<file path="config.mk">
export PLATFORM = sky130hd
export DESIGN_NAME = zx_cegen
export DESIGN_NICKNAME = d
export VERILOG_FILES = /design/src/rtl/zx_timing_pkg.sv /design/src/rtl/zx_int_stretch.sv /design/src/rtl/zx_cegen.sv
export SDC_FILE = /design/constraint.sdc
export NUM_CORES = 1
export LEC_CHECK = 0
export ABC_AREA = 1
export BUFFER_PORTS_ARGS = -buffer_cell sky130_fd_sc_hd__buf_2
export CORE_ASPECT_RATIO = 0.6
export CORE_UTILIZATION = 42
export CTS_BUF_LIST = sky130_fd_sc_hd__clkbuf_8 sky130_fd_sc_hd__clkbuf_16
export CTS_CLUSTER_SIZE = 12
export DETAILED_ROUTE_END_ITERATION = 8
export HOLD_SLACK_MARGIN = 0.02
export SYNTH_ARGS = -nofsm -noshare
export SYNTH_HDL_FRONTEND = slang
export SYNTH_SLANG_ARGS = --single-unit
export TNS_END_PERCENT = 1
</file>
<file path="constraint.sdc">
create_clock -name clock -period 1.5 [get_ports clock]
set_clock_uncertainty 0.05 [all_clocks]
set_input_delay 0.3 -clock clock [delete_from_list [all_inputs] [get_ports clock]]
set_output_delay 0.3 -clock clock [all_outputs]
set_load 0.05 [all_outputs]
</file>
<file path="src/rtl/zx_timing_pkg.sv">
// Shared timing definitions for the Spectrum clock-enable generator:
// CPU speed encodings, default divider/interrupt sizes and the divider-width helper.
package zx_timing_pkg;

    localparam int CE_BITS_DEF = 4;
    localparam int INT_LEN_DEF = 32;

    typedef enum logic [1:0] {
        SPEED_X1 = 2'd0,
        SPEED_X2 = 2'd1,
        SPEED_X4 = 2'd2,
        SPEED_X8 = 2'd3
    } speed_t;

    // Number of low counter bits that define one CPU period; never below 1 so the period stays >= 2 clocks.
    function automatic int cpu_k(input int ce_bits, input speed_t spd);
        int k;
        k = ce_bits - int'(spd);
        return (k < 1) ? 1 : k;
    endfunction

endpackage

</file>
<file path="src/rtl/zx_int_stretch.sv">
// Frame interrupt stretcher: synchronises the video interrupt, detects its falling
// edge and holds mi low for INT_LEN CPU cycles.
module zx_int_stretch
    import zx_timing_pkg::*;
#(
    parameter int INT_LEN = INT_LEN_DEF
) (
    input  logic clock,
    input  logic reset,
    input  logic cpu_en,
    input  logic vdu_int,
    output logic mi
);

    localparam int CNT_W = $clog2(INT_LEN + 1);
    localparam logic [CNT_W-1:0] CNT_ZERO = {CNT_W{1'b0}};
    localparam logic [CNT_W-1:0] CNT_ONE  = CNT_W'(1);
    localparam logic [CNT_W-1:0] CNT_LOAD = CNT_W'(INT_LEN);

    logic [1:0]       sync_r;
    logic             last_r;
    logic [CNT_W-1:0] cnt_r;
    logic             mi_r;
    logic             fall_s;

    // Falling edge of the synchronised interrupt.
    always_comb begin
        fall_s = last_r & ~sync_r[1];
    end

    // Synchroniser, edge history and stretch counter; a new edge is ignored while a pulse is running.
    always_ff @(posedge clock or negedge reset) begin
        if (!reset) begin
            sync_r <= 2'b11;
            last_r <= 1'b1;
            cnt_r  <= CNT_ZERO;
            mi_r   <= 1'b1;
        end else begin
            sync_r <= {sync_r[0], vdu_int};
            last_r <= sync_r[1];
            if (fall_s && (cnt_r == CNT_ZERO)) begin
                cnt_r <= CNT_LOAD;
                mi_r  <= 1'b0;
            end else if (cpu_en && (cnt_r != CNT_ZERO)) begin
                cnt_r <= cnt_r - CNT_ONE;
                if (cnt_r == CNT_ONE) begin
                    mi_r <= 1'b1;
                end
            end
        end
    end

    assign mi = mi_r;

endmodule

</file>
<file path="src/rtl/zx_cegen.sv">
// Clock-enable, contention and interrupt generator for the Spectrum core.
// Define ZX_CONTENTION_EN to compile in 48K-style memory/IO contention.
module zx_cegen
    import zx_timing_pkg::*;
#(
    parameter int CE_BITS = CE_BITS_DEF,
    parameter int INT_LEN = INT_LEN_DEF
) (
    input  logic       clock,
    input  logic       reset,
    input  logic       locked,
    input  logic [1:0] speed,
    input  logic       vduCn,
    input  logic       vduI,
    input  logic       mreq,
    input  logic       ioFE,
    input  logic [1:0] ah,
    output logic       ce7M0p,
    output logic       ce7M0n,
    output logic       ce3M5p,
    output logic       ce3M5n,
    output logic       cep,
    output logic       cen,
    output logic       contend,
    output logic       mi
);

    localparam logic [CE_BITS-1:0] CE_ZERO   = {CE_BITS{1'b0}};
    localparam logic [CE_BITS-1:0] CE_ONE    = {{(CE_BITS-1){1'b0}}, 1'b1};
    localparam logic [CE_BITS-1:0] CE_ALL    = {CE_BITS{1'b1}};
    localparam logic [CE_BITS-1:0] PIX_MASK  = CE_ALL >> 1;
    localparam logic [CE_BITS-1:0] PIX_HALF  = CE_ONE << (CE_BITS - 2);
    localparam logic [CE_BITS-1:0] BASE_HALF = CE_ONE << (CE_BITS - 1);

    logic [CE_BITS-1:0] ce_r;
    logic               run_r;
    speed_t             speed_r;

    int                 k_s;
    logic [CE_BITS-1:0] cpu_mask_s;
    logic [CE_BITS-1:0] cpu_half_s;
    logic               gate_s;
    logic               pix_n_s;
    logic               pix_p_s;
    logic               base_n_s;
    logic               base_p_s;
    logic               cep_raw_s;
    logic               cen_raw_s;
    logic               cep_s;
    logic               cen_s;
    logic               contend_s;
    logic               mi_s;

    // Master divider; the speed request is only taken at the wrap so the new rate starts cleanly at zero.
    always_ff @(posedge clock or negedge reset) begin
        if (!reset) begin
            ce_r    <= CE_ZERO;
            run_r   <= 1'b0;
            speed_r <= SPEED_X1;
        end else if (locked) begin
            ce_r  <= ce_r + CE_ONE;
            run_r <= 1'b1;
            if (ce_r == CE_ALL) begin
                speed_r <= speed_t'(speed);
            end
        end
    end

    // Enable decode from the divider state; everything is masked until the PLL is locked and running.
    always_comb begin
        k_s        = cpu_k(CE_BITS, speed_r);
        cpu_mask_s = (CE_ONE << k_s) - CE_ONE;
        cpu_half_s = CE_ONE << (k_s - 1);
        gate_s     = run_r & locked;
        pix_n_s    = gate_s && ((ce_r & PIX_MASK) == CE_ZERO);
        pix_p_s    = gate_s && ((ce_r & PIX_MASK) == PIX_HALF);
        base_n_s   = gate_s && (ce_r == CE_ZERO);
        base_p_s   = gate_s && (ce_r == BASE_HALF);
        cen_raw_s  = gate_s && ((ce_r & cpu_mask_s) == CE_ZERO);
        cep_raw_s  = gate_s && ((ce_r & cpu_mask_s) == cpu_half_s);
        cep_s      = cep_raw_s & contend_s;
        cen_s      = cen_raw_s & contend_s;
    end

`ifdef ZX_CONTENTION_EN
    logic mt_r;
    logic cpuck_r;

    // Bus-cycle type latched per CPU cycle, and the CPU-clock phase that stalls while contended.
    always_ff @(posedge clock or negedge reset) begin
        if (!reset) begin
            mt_r    <= 1'b1;
            cpuck_r <= 1'b0;
        end else begin
            if (cep_s) begin
                mt_r <= mreq & ioFE;
            end
            if (pix_n_s) begin
                cpuck_r <= !(cpuck_r && contend_s);
            end
        end
    end

    // Contention only exists at base speed; turbo modes run uncontended.
    always_comb begin
        if (speed_r != SPEED_X1) begin
            contend_s = 1'b1;
        end else begin
            contend_s = !(vduCn && cpuck_r && mt_r && ((!ah[1] && ah[0]) || !ioFE));
        end
    end
`else
    logic unused_s;

    // Without contention the CPU clock is never stretched.
    always_comb begin
        contend_s = 1'b1;
        unused_s  = ^{vduCn, mreq, ioFE, ah};
    end
`endif

    zx_int_stretch #(
        .INT_LEN (INT_LEN)
    ) u_int_stretch (
        .clock   (clock),
        .reset   (reset),
        .cpu_en  (cep_s),
        .vdu_int (vduI),
        .mi      (mi_s)
    );

    // Output drive.
    always_comb begin
        ce7M0n  = pix_n_s;
        ce7M0p  = pix_p_s;
        ce3M5n  = base_n_s;
        ce3M5p  = base_p_s;
        cep     = cep_s;
        cen     = cen_s;
        contend = contend_s;
        mi      = mi_s;
    end

endmodule

</file>
* Yosys cells after proc, flatten, opt, wreduce, memory -nomap -nowiden
Index checks and enable logic that the tools add are counted.
** Word-level totals
- Bits in registers :: 17
- Output and inout bits :: 8
- Logic and storage cells :: 47
** Cells by class
- Add/sub/neg operators :: 5
- Order comparisons :: 1
- Eq/ne operators :: 5
- Shift operators :: 2
- Multiplexer cells :: 6
- Bitwise logic cells :: 4
- Reduce and logical (&&, ||, !) cells :: 17
** Operators with widths (count)
- $shl A1 B32 Y4 const A :: 2
- $mux W32 :: 1
- $sub A32 B2 Y32 const B :: 1
- $logic_not A4 Y1 :: 3
- $mux W6 :: 2
- $eq A4 B4 Y1 const B :: 2
- $logic_and A1 B1 Y1 :: 8
- $eq A6 B1 Y1 const B :: 1
- $logic_not A6 Y1 :: 1
- $reduce_bool A6 Y1 :: 1
- $sub A6 B1 Y6 const B :: 1
- $add A4 B1 Y4 const B :: 1
- $and A4 B4 Y4 :: 1
- $eq A4 B4 Y1 :: 1
- $lt A4 B2 Y1 const B :: 1
- $reduce_and A2 Y1 :: 2
- $reduce_bool A2 Y1 :: 2
- $sub A3 B2 Y4 const A :: 1
- $sub A4 B1 Y4 const B :: 1
- $eq A3 B3 Y1 const B :: 1
- $mux W1 :: 3
- $and A1 B1 Y1 :: 2
- $not A1 Y1 :: 1

* Logic depth before layout (Yosys ltp)
Gate-level depths: netlist of run 1.
- Depth after elaboration :: 11
- Depth in mapped cells :: 10
- Mapped depth without buffers :: 10

* By module
A second synthesis of run 1 with hierarchy kept.
** Unflattened totals
- Cells, all modules :: 119
- Area total of the unflattened synthesis :: 1026.0 sq um
** Modules (own cells, without submodules)
- zx_int_stretch :: instances 1, cells an instance 63, area an instance 559.3 sq um, sequential area each 255.2 sq um
- zx_cegen :: instances 1, cells an instance 56, area an instance 466.7 sq um, sequential area each 175.2 sq um

* Worst setup path before layout of run 1
Ideal clock, no wire load.
- Path type :: register -> output
- Start point :: register ce_r[0]
- End point :: output ce3M5p
- Arrival :: 2.243 ns
- Slack :: -1.093 ns
- Stages on the path, launching flop included :: 5
- Path buffers :: 0
- Cell sequence :: dfrtp_1 -> inv_1 -> ha_1 -> inv_1 -> nor4_1
** On the way
- Word-level cells in the longest chain between the ends :: 2
** Ends and longest elaborated chain
- start: declaration :: RTL line zx_cegen.sv:35 : logic [CE_BITS-1:0] ce_r;
- start signal: assignment :: RTL line zx_cegen.sv:61 : ce_r <= ce_r + CE_ONE;
- $eq A4 B4 Y1 :: RTL line zx_cegen.sv:78 : base_p_s = gate_s && (ce_r == BASE_HALF);
- $logic_and A1 B1 Y1 :: RTL line zx_cegen.sv:78
- end: declaration :: RTL line zx_cegen.sv:20 : output logic ce3M5p,
Every way passes these cells.

* Final worst setup path of run 1
- Start point :: register ce_r[0]
- End point :: output cep
** On the way
- Word-level cells in the longest chain between the ends :: 3
** Ends and longest elaborated chain
- $and A4 B4 Y4 :: RTL line zx_cegen.sv:80 : cep_raw_s = gate_s && ((ce_r & cpu_mask_s) == cpu_half_s);
- $eq A4 B4 Y1 :: RTL line zx_cegen.sv:80
- $logic_and A1 B1 Y1 :: RTL line zx_cegen.sv:80
- end: declaration :: RTL line zx_cegen.sv:22 : output logic cep,
Every way passes these cells.

==> results of run 1 <==
==> per-layer routing <==
metal	up-vias	track usage	share of wire
met5	-	0	0
met4	0	0.0500	0.0049
met3	2	0.0610	0.030
met2	10	0.297	0.43
met1	389	0.255	0.53
li1	414	-	-
==> worst max path at each step <==
| stage | slack (ns) | depth (start not counted) | startpoint | to |
|---|---|---|---|---|
| CTS | -0.24 | 8 | ce_r[0] | cep |
| floorplan | -0.27 | 4 | ce_r[0] | ce3M5n |
| detailed placement | -0.12 | 5 | ce_r[0] | ce3M5n |
| global route | -0.30 | 7 | ce_r[0] | cep |
| global placement | -0.08 | 5 | ce_r[0] | ce3M5p |
| finish | -0.24 | 7 | ce_r[0] | cep |
==> critical path: stages, from the launching register on <==
cell and delay, ns:
dfrtp_1 0.39, buf_4 0.17, nor2_1 0.10, nand2_1 0.06, nand2_1 0.07, nor2_2 0.05, and2_4 0.16, buf_8 0.14
==> synthesized netlist by cell type, types with 2 or more instances <==
| cell | number | area (µm²) |
|---|---|---|
| nor3_1 | 3 | 15.0 |
| nor2_1 | 7 | 26.3 |
| dfstp_2 | 4 | 105 |
| o21ai_1 | 3 | 15.0 |
| buf_4 | 2 | 15.0 |
| ha_1 | 5 | 62.6 |
| nand2_4 | 2 | 22.5 |
| nor4_1 | 2 | 12.5 |
| nand2_1 | 22 | 82.6 |
| nand3_2 | 2 | 20.0 |
| inv_2 | 2 | 7.51 |
| inv_1 | 11 | 41.3 |
| xor2_1 | 6 | 52.6 |
| a21oi_1 | 2 | 10.0 |
| nand4_1 | 3 | 18.8 |
| dfrtp_1 | 13 | 325 |
| nand3_1 | 7 | 35.0 |
==> timing repair <==
action | 4_1_cts | 5_1_grt
setup endpoints to repair | 9 | 13
endpoints found under the hold margin | 13 | 0
resized for setup | 25 | 3
buffers inserted | 0 | 0
hold buffers | 1 | 0
pin swaps | 7 | 2
==> power by group <==
group	switching (mW)	internal [mW]
logic	1.15	0.855
clock network	0.161	0.187
registers	0.160	0.649
total	1.47	1.69
==> flip-flops by register name, indices dropped and copies added, names as in the netlist <==
name / cells
ce_r: 4
run_r: 1
speed_r: 2
u_int_stretch.cnt_r: 6
u_int_stretch.last_r: 1
u_int_stretch.mi: 1
u_int_stretch.sync_r: 2
==> layout make-up <==
cell class,instances,area share
Sequential cell,17,0.309
Clock buffer,3,0.0297
Timing Repair Buffer,31,0.183
Inverter,14,0.0414
Clock inverter,1,0.00540
Multi-Input combinational cell,75,0.405
Tap cell,30,0.0270
==> kinds of logic (layout without fill, tap and decap cells) <==
logic type / after synthesis / count (layout) / synth area share
AND/OR/NAND/NOR: 54 / 54 / 0.298
flip-flops: 17 / 17 / 0.440
buffers and inverters: 17 / 49 / 0.0831
AO/OA/AOI/OAI: 7 / 7 / 0.0371
XOR/XNOR: 7 / 7 / 0.0627
adder cells (fa/ha/maj): 5 / 5 / 0.0639
other: 1 / 1 / 0.00383
multiplexers: 1 / 1 / 0.0115
==> metrics.md, run 1 <==
| Metric | Value |
|---|---|
| Htree depth | `1` |
| WHS | `between 0.09 and 0.1 ns` |
| Worst EP arrival | `1.39 ns` |
| Post-synthesis sequential area ratio | `0.440` |
| Number of global-route vias before repair | `roughly 740` |
| Vias | `between 800 and 900` |
| Commonest non-fill, non-tap cells in the layout | `nand2_1, buf_4, dfrtp_1` |
| LEAKAGE | `between 0.6 and 0.7 nW` |
| # IOs | `19` |
| Synth async-reset ratio | `1.00` |
| Max Cap Viol | `0` |
| RD Place Congestion | `0.780` |
| Finish-stage setup viols | `6` |
| Kind of critical path | `reg -> out` |
| Largest net degree at the start of global routing | `18` |
| Die Span Y | `around 40 µm` |
| CP Launch Type | `flip-flop` |
| # clock sinks | `17` |
| First-pass GRT wire length | `roughly 3400 µm` |
| Routed WL per cell | `12.0 µm` |
| Synth-to-Final Area Change | `42.2%` |
| Seq cells post-synth | `17` |
| Worst Reg-to-Reg Cells | `7` |
| Die width | `between 60 and 70 µm` |
| Antenna-violating nets left | `0` |
| Clk Tree Root Cell | `clkbuf_8` |
| Hold Crit Start | `vduI` |
| Clk_lat worst skew | `about 0.25 ns` |
| Nets | `158` |
| Pwr Total | `~3.2 mW` |
| Core area | `between 0.002 and 0.0025 mm²` |
| Crit end category | `output port` |
| Crit share post-route | `1.16` |
| YS warnings | `0` |
| CTS tree | `done` |
| Max Clk Rate | `around 570 MHz` |
| Syn_nets | `approximately 130` |
| Final Hold Fails | `0` |
| Mapped Avg Cell Area | `8.98 µm²` |
| Drt total wl | `2050 µm` |
| Status | `finished with violations` |
| Reg2reg setup slack | `roughly 0.020 ns` |
| Fin util | `0.638` |
| RSZ-0062 raised after global routing | `yes` |
| Final min period | `about 1.7 ns` |
| Placed Area | `roughly 0.0012 mm²` |
| Fin. max-slew vios | `0` |
| Diode count | `0` |
| Gr ovfl total | `0` |
| Num CTS Buffers | `3` |
| Crit path required time | `between 1 and 1.5 ns` |
| GR Util All Layers | `0.190` |
| Commonest non-fill, non-tap cell in the layout | `nand2_1` |
| Worst setup margin | `-0.240 ns` |
| Cell depth of the worst hold path | `1` |
| Placement Rows | `13` |
| Failing checks | `negative setup slack` |
| Yosys cell types | `30` |
| Via density per instance | `between 4 and 5` |
| Clock buffer depth | `2` |
| Area of the multi-input gates | `between 500 and 600 µm²` |
| Min-delay worst type | `in -> reg` |
| Worst hold path endpoint | `u_int_stretch.sync_r[0]` |
| Top FF cell, synth | `dfrtp_1` |
| Layout cells sized above 1 | `0.454` |
| Final-layout fill cell count | `approximately 180` |
| Cell area after layout | `about 0.0014 mm²` |
| Router iterations before antenna repair | `4` |
| Initial antenna violation count | `0` |
| Syn Inst Count | `approximately 110` |
| Reg2reg end | `u_int_stretch.cnt_r[2]` |
| I/O Buffers | `12` |
| Final HPWL DP | `1540 µm` |
| CP max FO | `5` |
| Starting DRT DRC Count | `26` |
| Area taken by flip-flops and latches | `~430 µm²` |
| Die area | `about 0.0025 mm²` |
| TNS Setup | `-0.949 ns` |
| Post-placement cell count | `~170` |
| Number of synthesized flops with an enable pin | `0` |
| Starting Density | `0.449` |
| Reg2Reg Launch Point | `u_int_stretch.cnt_r[0]` |
| Clock-pin slew on the worst setup and hold paths | `approximately 0.070 ns` |
| Post-Syn Area | `978 µm²` |
| Power Density | `about 2300 mW/mm²` |
| Layout Cells excl Fill | `around 170` |
| Place WS | `-0.119 ns` |
| Residual DRC count | `0` |
| Peak VDD IR | `~0.95 mV` |
(Power assumes the default switching activity.)
==> inputs of run 2 (changes only) <==
--- a/config.mk
+++ b/config.mk
@@ -8,11 +8,12 @@
 export ABC_AREA = 1
 export BUFFER_PORTS_ARGS = -buffer_cell sky130_fd_sc_hd__buf_2
 export CORE_ASPECT_RATIO = 0.6
-export CORE_UTILIZATION = 42
-export CTS_BUF_LIST = sky130_fd_sc_hd__clkbuf_8 sky130_fd_sc_hd__clkbuf_16
+export CORE_UTILIZATION = 45
+export CTS_BUF_LIST = sky130_fd_sc_hd__clkbuf_4 sky130_fd_sc_hd__clkbuf_8 sky130_fd_sc_hd__clkbuf_16
 export CTS_CLUSTER_SIZE = 12
 export DETAILED_ROUTE_END_ITERATION = 8
 export HOLD_SLACK_MARGIN = 0.02
+export PLACE_DENSITY = 0.67
 export SYNTH_ARGS = -nofsm -noshare
 export SYNTH_HDL_FRONTEND = slang
 export SYNTH_SLANG_ARGS = --single-unit
==> metrics.md, run 2 (same netlist as run 1, synthesis figures left out) <==
| Metric | Value |
|---|---|
| I/O Buffers | `12` |
| Placement Rows | `12` |
| Kind of critical path | `reg -> out` |
| Vias | `around 890` |
| Worst path max stage delay | `roughly 0.40 ns` |
| Finish-stage setup viols | `13` |
| Failing checks | `negative setup slack` |
| Status | `finished with violations` |
| Min-delay worst type | `in -> reg` |
| Worst Reg-to-Reg Cells | `13` |
| Layout cells sized above 1 | `0.500` |
| Crit end category | `output port` |
| Crit share post-route | `1.25` |
| Clock-pin slew on the worst setup and hold paths | `0.12 ns` |
| RD Place Congestion | `between 0.8 and 0.9` |
| CTS tree | `done` |
| Final HPWL DP | `~1700 µm` |
| Gr ovfl total | `0` |
| Fin util | `0.731` |
| Cells along the critical path | `inv_2 -> buf_6 -> nand2_2 -> nand2_2 -> nor2_2 -> nor2_2 -> and2_4 -> buf_8` |
| Most flops, register | `u_int_stretch.cnt_r` |
| Clk Tree Root Cell | `clkbuf_4` |
| Routed WL per cell | `approximately 16 µm` |
| Reg2Reg Launch Point | `ce_r[0]` |
| Max FFs per register | `6` |
| Clk_lat worst skew | `roughly 0.32 ns` |
| Largest net degree at the start of global routing | `18` |
| Reg2reg end | `u_int_stretch.cnt_r[2]` |
| Pwr Total | `3.37 mW` |
| Clock buffer depth | `2` |
| Commonest non-fill, non-tap cells in the layout | `nand2_1, buf_4, dfrtp_1` |
| CP max FO | `2` |
| LEAKAGE | `0.679 nW` |
| Worst setup margin | `-0.372 ns` |
| Via density per instance | `5.18` |
| Die width | `between 60 and 70 µm` |
| Worst hold path endpoint | `speed_r[0]` |
| Final Hold Fails | `0` |
| Final min period | `roughly 1.9 ns` |
| Die area | `roughly 0.0024 mm²` |
| Post-placement cell count | `161` |
| Peak VDD IR | `about 1.2 mV` |
| # clock sinks | `17` |
| GR Util All Layers | `0.250` |
| Reg2reg setup slack | `-0.25 ns` |
| Cell area after layout | `~0.0014 mm²` |
| Max Clk Rate | `around 530 MHz` |
| Starting Density | `0.501` |
| CP Launch Type | `flip-flop` |
| Placed Area | `about 0.0012 mm²` |
| Worst EP arrival | `between 1.5 and 2 ns` |
| Max Cap Viol | `0` |
| Antenna-violating nets left | `0` |
| Die Span Y | `~38 µm` |
| Num CTS Buffers | `3` |
| Number of global-route vias before repair | `a little under 900` |
| Drt total wl | `2700 µm` |
| Residual DRC count | `0` |
| Diode count | `0` |
| Nets | `161` |
| # IOs | `19` |
| Crit path required time | `about 1.2 ns` |
| First-pass GRT wire length | `approximately 4200 µm` |
| Hold Crit Start | `speed[0]` |
| Htree depth | `1` |
| Top flop regs | `u_int_stretch.cnt_r x6, ce_r x4` |
| Core area | `slightly below 0.002 mm²` |
| Initial antenna violation count | `0` |
| Starting DRT DRC Count | `about 120` |
| Cell depth of the worst hold path | `2` |
| RSZ-0062 raised after global routing | `yes` |
| Router iterations before antenna repair | `4` |
| TNS Setup | `-3.20 ns` |
| Commonest non-fill, non-tap cell in the layout | `nand2_1` |
| Power Density | `roughly 2400 mW/mm²` |
| Slowest cell on the critical path | `dfrtp_1` |
| Layout Cells excl Fill | `172` |
| Fin. max-slew vios | `0` |
| Final-layout fill cell count | `128` |
| Synth-to-Final Area Change | `45.8%` |
==> run 2: cell count changes in the layout (fill, tap and decap cells not counted), sizes merged <==
| cell | delta |
|---|---|
| buf | +2 |
| dlygate4sd3 | +1 |
==> run 2: layout make-up <==
cell class                 instances  area, µm²  share of cell area
tap                               28       35.0              0.0246
clock inverter                     1       7.51             0.00526
timing repair buffer              34        287               0.201
clock buffer                       3       22.5              0.0158
sequential                        17        432               0.303
multi-input combinational         75        583               0.409
inverter                          14       60.1              0.0421
==> run 2: how the worst max path moves through the flow <==
stage            start      to  slack [ns]
2_1_floorplan  ce_r[0]  ce3M5n       -0.27
3_3_place_gp   ce_r[0]  ce3M5p       -0.07
3_5_place_dp   ce_r[0]  ce3M5n       -0.15
4_1_cts        ce_r[0]  ce3M5n       -0.33
5_1_grt        ce_r[0]     cep       -0.42
6_report       ce_r[0]     cep       -0.37
==> run 2: stage by stage <==
| step | setup slack [ns] | hold WS (ns) |
|---|---|---|
| 2_1_floorplan | -0.268 | -0.0456 |
| 3_3_place_gp | -0.0708 | 0.185 |
| 5_1_grt | -0.423 | 0.167 |
| 3_5_place_dp | -0.155 | 0.193 |
| 6_report | -0.372 | 0.152 |
| 4_1_cts | -0.331 | 0.0299 |
==> run 2: where the power goes <==
group | total (mW) | switching [mW] | internal, mW | leakage, nW
registers | 0.816 | 0.166 | 0.650 | 0.195
logic | 2.28 | 1.32 | 0.952 | 0.470
clock network | 0.278 | 0.176 | 0.102 | 0.0139
total | 3.37 | 1.67 | 1.70 | 0.679
==> run 2: layer usage <==
layer	GRT usage	wire [µm]
met1	0.289	1210
met2	0.429	1190
met3	0.0923	200
met4	0.116	105
met5	0	0
==> run 2: critical path, delay by kind of cell, from the launching register on <==
kind,cells,cell delay [ns]
simple gates,5,0.47
flops,1,0.40
buf+inv,3,0.34
==> run 2: repair_timing <==
action                                  in CTS  in global routing
pin swaps                                    6                  7
resized for setup                           27                 11
endpoints found under the hold margin       13                  1
buffers inserted                             2                  3
hold buffers                                 1                  1
endpoints found under the setup margin      10                 14
==> inputs of run 3 (changes only) <==
--- a/config.mk
+++ b/config.mk
@@ -16,5 +16,6 @@
 export PLACE_DENSITY = 0.67
 export SYNTH_ARGS = -nofsm -noshare
 export SYNTH_HDL_FRONTEND = slang
+export SYNTH_HIERARCHICAL = 1
 export SYNTH_SLANG_ARGS = --single-unit
 export TNS_END_PERCENT = 1
==> metrics.md, run 3 <==
| Metric | Value |
|---|---|
| Gr ovfl total | `0` |
| Die area | `roughly 0.0025 mm²` |
| Status | `finished with violations` |
| First-pass GRT wire length | `between 3000 and 4000 µm` |
| Starting Density | `0.514` |
| I/O Buffers | `12` |
| Htree depth | `1` |
| Clock Power Share | `0.116` |
| YS warnings | `6` |
| Diode count | `0` |
| TNS Setup | `-1.07 ns` |
| Reg2reg setup slack | `0 ns` |
| Gate power share | `0.615` |
| Drt total wl | `about 2500 µm` |
| Vias | `about 900` |
| Top flop regs | `u_int_stretch/cnt_r x6, ce_r x4` |
| # IOs | `19` |
| Final HPWL DP | `roughly 1800 µm` |
| Met2 global-route usage | `0.356` |
| Finish-stage setup viols | `7` |
| Most flops, register | `u_int_stretch/cnt_r` |
| Cell taking the most area after synthesis | `dfrtp_1` |
| Final min period | `1.75 ns` |
| Worst setup margin | `-0.248 ns` |
| Post-placement cell count | `approximately 160` |
| Failing checks | `negative setup slack` |
| Syn_nets | `between 100 and 150` |
| Min-delay worst type | `in -> reg` |
| Met3 GRT Util | `0.0735` |
| Fin. max-slew vios | `0` |
| Num CTS Buffers | `3` |
| Clk Tree Root Cell | `clkbuf_8` |
| Via density per instance | `~5.3` |
| # clock sinks | `17` |
| Post-Syn Area | `roughly 0.0010 mm²` |
| Worst EP arrival | `approximately 1.4 ns` |
| Mapped Avg Cell Area | `approximately 8.6 µm²` |
| M1 GR Usage | `0.290` |
| Antenna-violating nets left | `0` |
| Max Cap Viol | `0` |
| Cell Int Power | `1.51 mW` |
| Synth top area share | `0.317` |
| RD Place Congestion | `0.815` |
| Router iterations before antenna repair | `4` |
| Largest net degree at the start of global routing | `18` |
| Initial antenna violation count | `0` |
| CTS tree | `done` |
| Commonest non-fill, non-tap cell in the layout | `nand2_1` |
| Cell area after layout | `around 0.0014 mm²` |
| Top FF cell, synth | `dfrtp_1` |
| Synth-to-Final Area Change | `32.9%` |
| Clock buffer depth | `2` |
| Die Span Y | `~40 µm` |
| Max Clk Rate | `roughly 570 MHz` |
| CP Launch Type | `flip-flop` |
| Crit path required time | `roughly 1.2 ns` |
| RSZ-0062 raised after global routing | `yes` |
| Number of global-route vias before repair | `859` |
| Nets | `roughly 160` |
| Final-layout fill cell count | `164` |
| Core area | `about 0.002 mm²` |
| WHS | `0.0989 ns` |
| Commonest non-fill, non-tap cells in the layout | `nand2_1, nand3_1, dfrtp_1` |
| Top post-synthesis cells by area | `dfrtp_1, dfstp_2, nand3_1` |
| Seq cells post-synth | `17` |
| LEAKAGE | `about 0.64 nW` |
| Layout cells sized above 1 | `0.418` |
| P_sw | `between 1 and 1.5 mW` |
| Fin util | `0.683` |
| Residual DRC count | `0` |
| Most common cell in the synthesized netlist | `nand2_1` |
| Die width | `approximately 64 µm` |
| Seq pwr share | `0.270` |
| Clk_lat worst skew | `0.26 ns` |
| Sw frac | `0.497` |
| CP max FO | `4` |
| Number of synthesized flops with an enable pin | `0` |
| Yosys cell types | `28` |
| Place WS | `-0.0812 ns` |
| Starting DRT DRC Count | `between 70 and 80` |
| Synth top cells by count | `nand2_1, inv_1, nand3_1` |
| Peak VDD IR | `approximately 1.1 mV` |
| Clock-pin slew on the worst setup and hold paths | `around 0.06 ns` |
| Placed Area | `0.00124 mm²` |
| Synth async-reset ratio | `1.00` |
| Crit share post-route | `1.17` |
| GR peak layer | `met2` |
| Syn Inst Count | `119` |
| Pwr Total | `~3 mW` |
| Max FFs per register | `6` |
| GR Util All Layers | `0.224` |
| Final Hold Fails | `0` |
| Placement Rows | `12` |
| Crit end category | `output port` |
| Routed WL per cell | `14.8 µm` |
| Post-synthesis sequential area ratio | `0.420` |
| Power Density | `~2200 mW/mm²` |
| Layout Cells excl Fill | `around 170` |
| Kind of critical path | `reg -> out` |
## run 3: cell count changes after synthesis, sizes merged, moves of 2 or more
| cell | change |
|---|---|
| inv | +5 |
| nand2 | -4 |
| nand3 | +9 |
| nor2 | +4 |
| xor2 | -2 |
## run 3: worst max-delay path: stages, from the launching register on
cell	delay, ns
dfrtp_1	0.45
inv_2	0.12
o21ai_0	0.29
a21oi_2	0.12
buf_6	0.17
## run 3: what timing repair did
action / CTS / global route
setup buffers: 0 / 0
gates resized for setup: 16 / 5
hold endpoints to repair: 13 / 0
pin swaps: 1 / 1
hold buffers: 1 / 0
setup endpoints to repair: 10 / 12
## run 3: final cells by class
| class | count | area (µm²) | area share |
|---|---|---|---|
| Clock buffer | 3 | 41.3 | 0.0303 |
| Clock inverter | 1 | 5.00 | 0.00367 |
| Inverter | 20 | 86.3 | 0.0633 |
| Multi-Input combinational cell | 79 | 582 | 0.427 |
| Sequential cell | 17 | 430 | 0.316 |
| Tap cell | 28 | 35.0 | 0.0257 |
| Timing Repair Buffer | 21 | 184 | 0.135 |
## run 3: final timing paths
path	start	endpoint	cells past startpoint
min in group asynchronous	reset	speed_r[0]	2
max in group asynchronous	reset	u_int_stretch/mi	2
min reg2reg	u_int_stretch/sync_r[0]	u_int_stretch/sync_r[1]	0
max reg2reg	ce_r[0]	u_int_stretch/cnt_r[2]	11
min	vduI	u_int_stretch/sync_r[0]	1
max	ce_r[3]	cen	4
## run 3: cell families after synthesis
group | count (synthesis) | synth area share
AO/OA/AOI/OAI | 8 | 0.0451
XOR/XNOR | 4 | 0.0341
adder cells (fa/ha/maj) | 5 | 0.0610
buffers and inverters | 23 | 0.104
flip-flops | 17 | 0.420
other | 1 | 0.00366
AND/OR/NAND/NOR | 61 | 0.333
## run 3: power by group through the flow
stage / registers, mW / clock network (mW) / logic, mW
after floorplan: 0.823 / 0 / 1.17
after global placement: 0.802 / 0 / 1.57
after detailed placement: 0.812 / 0 / 1.65
after CTS: 0.804 / 0.351 / 1.77
after global routing: 0.832 / 0.367 / 1.98
final: 0.813 / 0.348 / 1.85
## run 3: per-layer routing
metal,up-vias,wire length [µm]
li1,429,-
met1,425,1180
met2,38,1150
met3,9,115
met4,0,64
met5,-,0
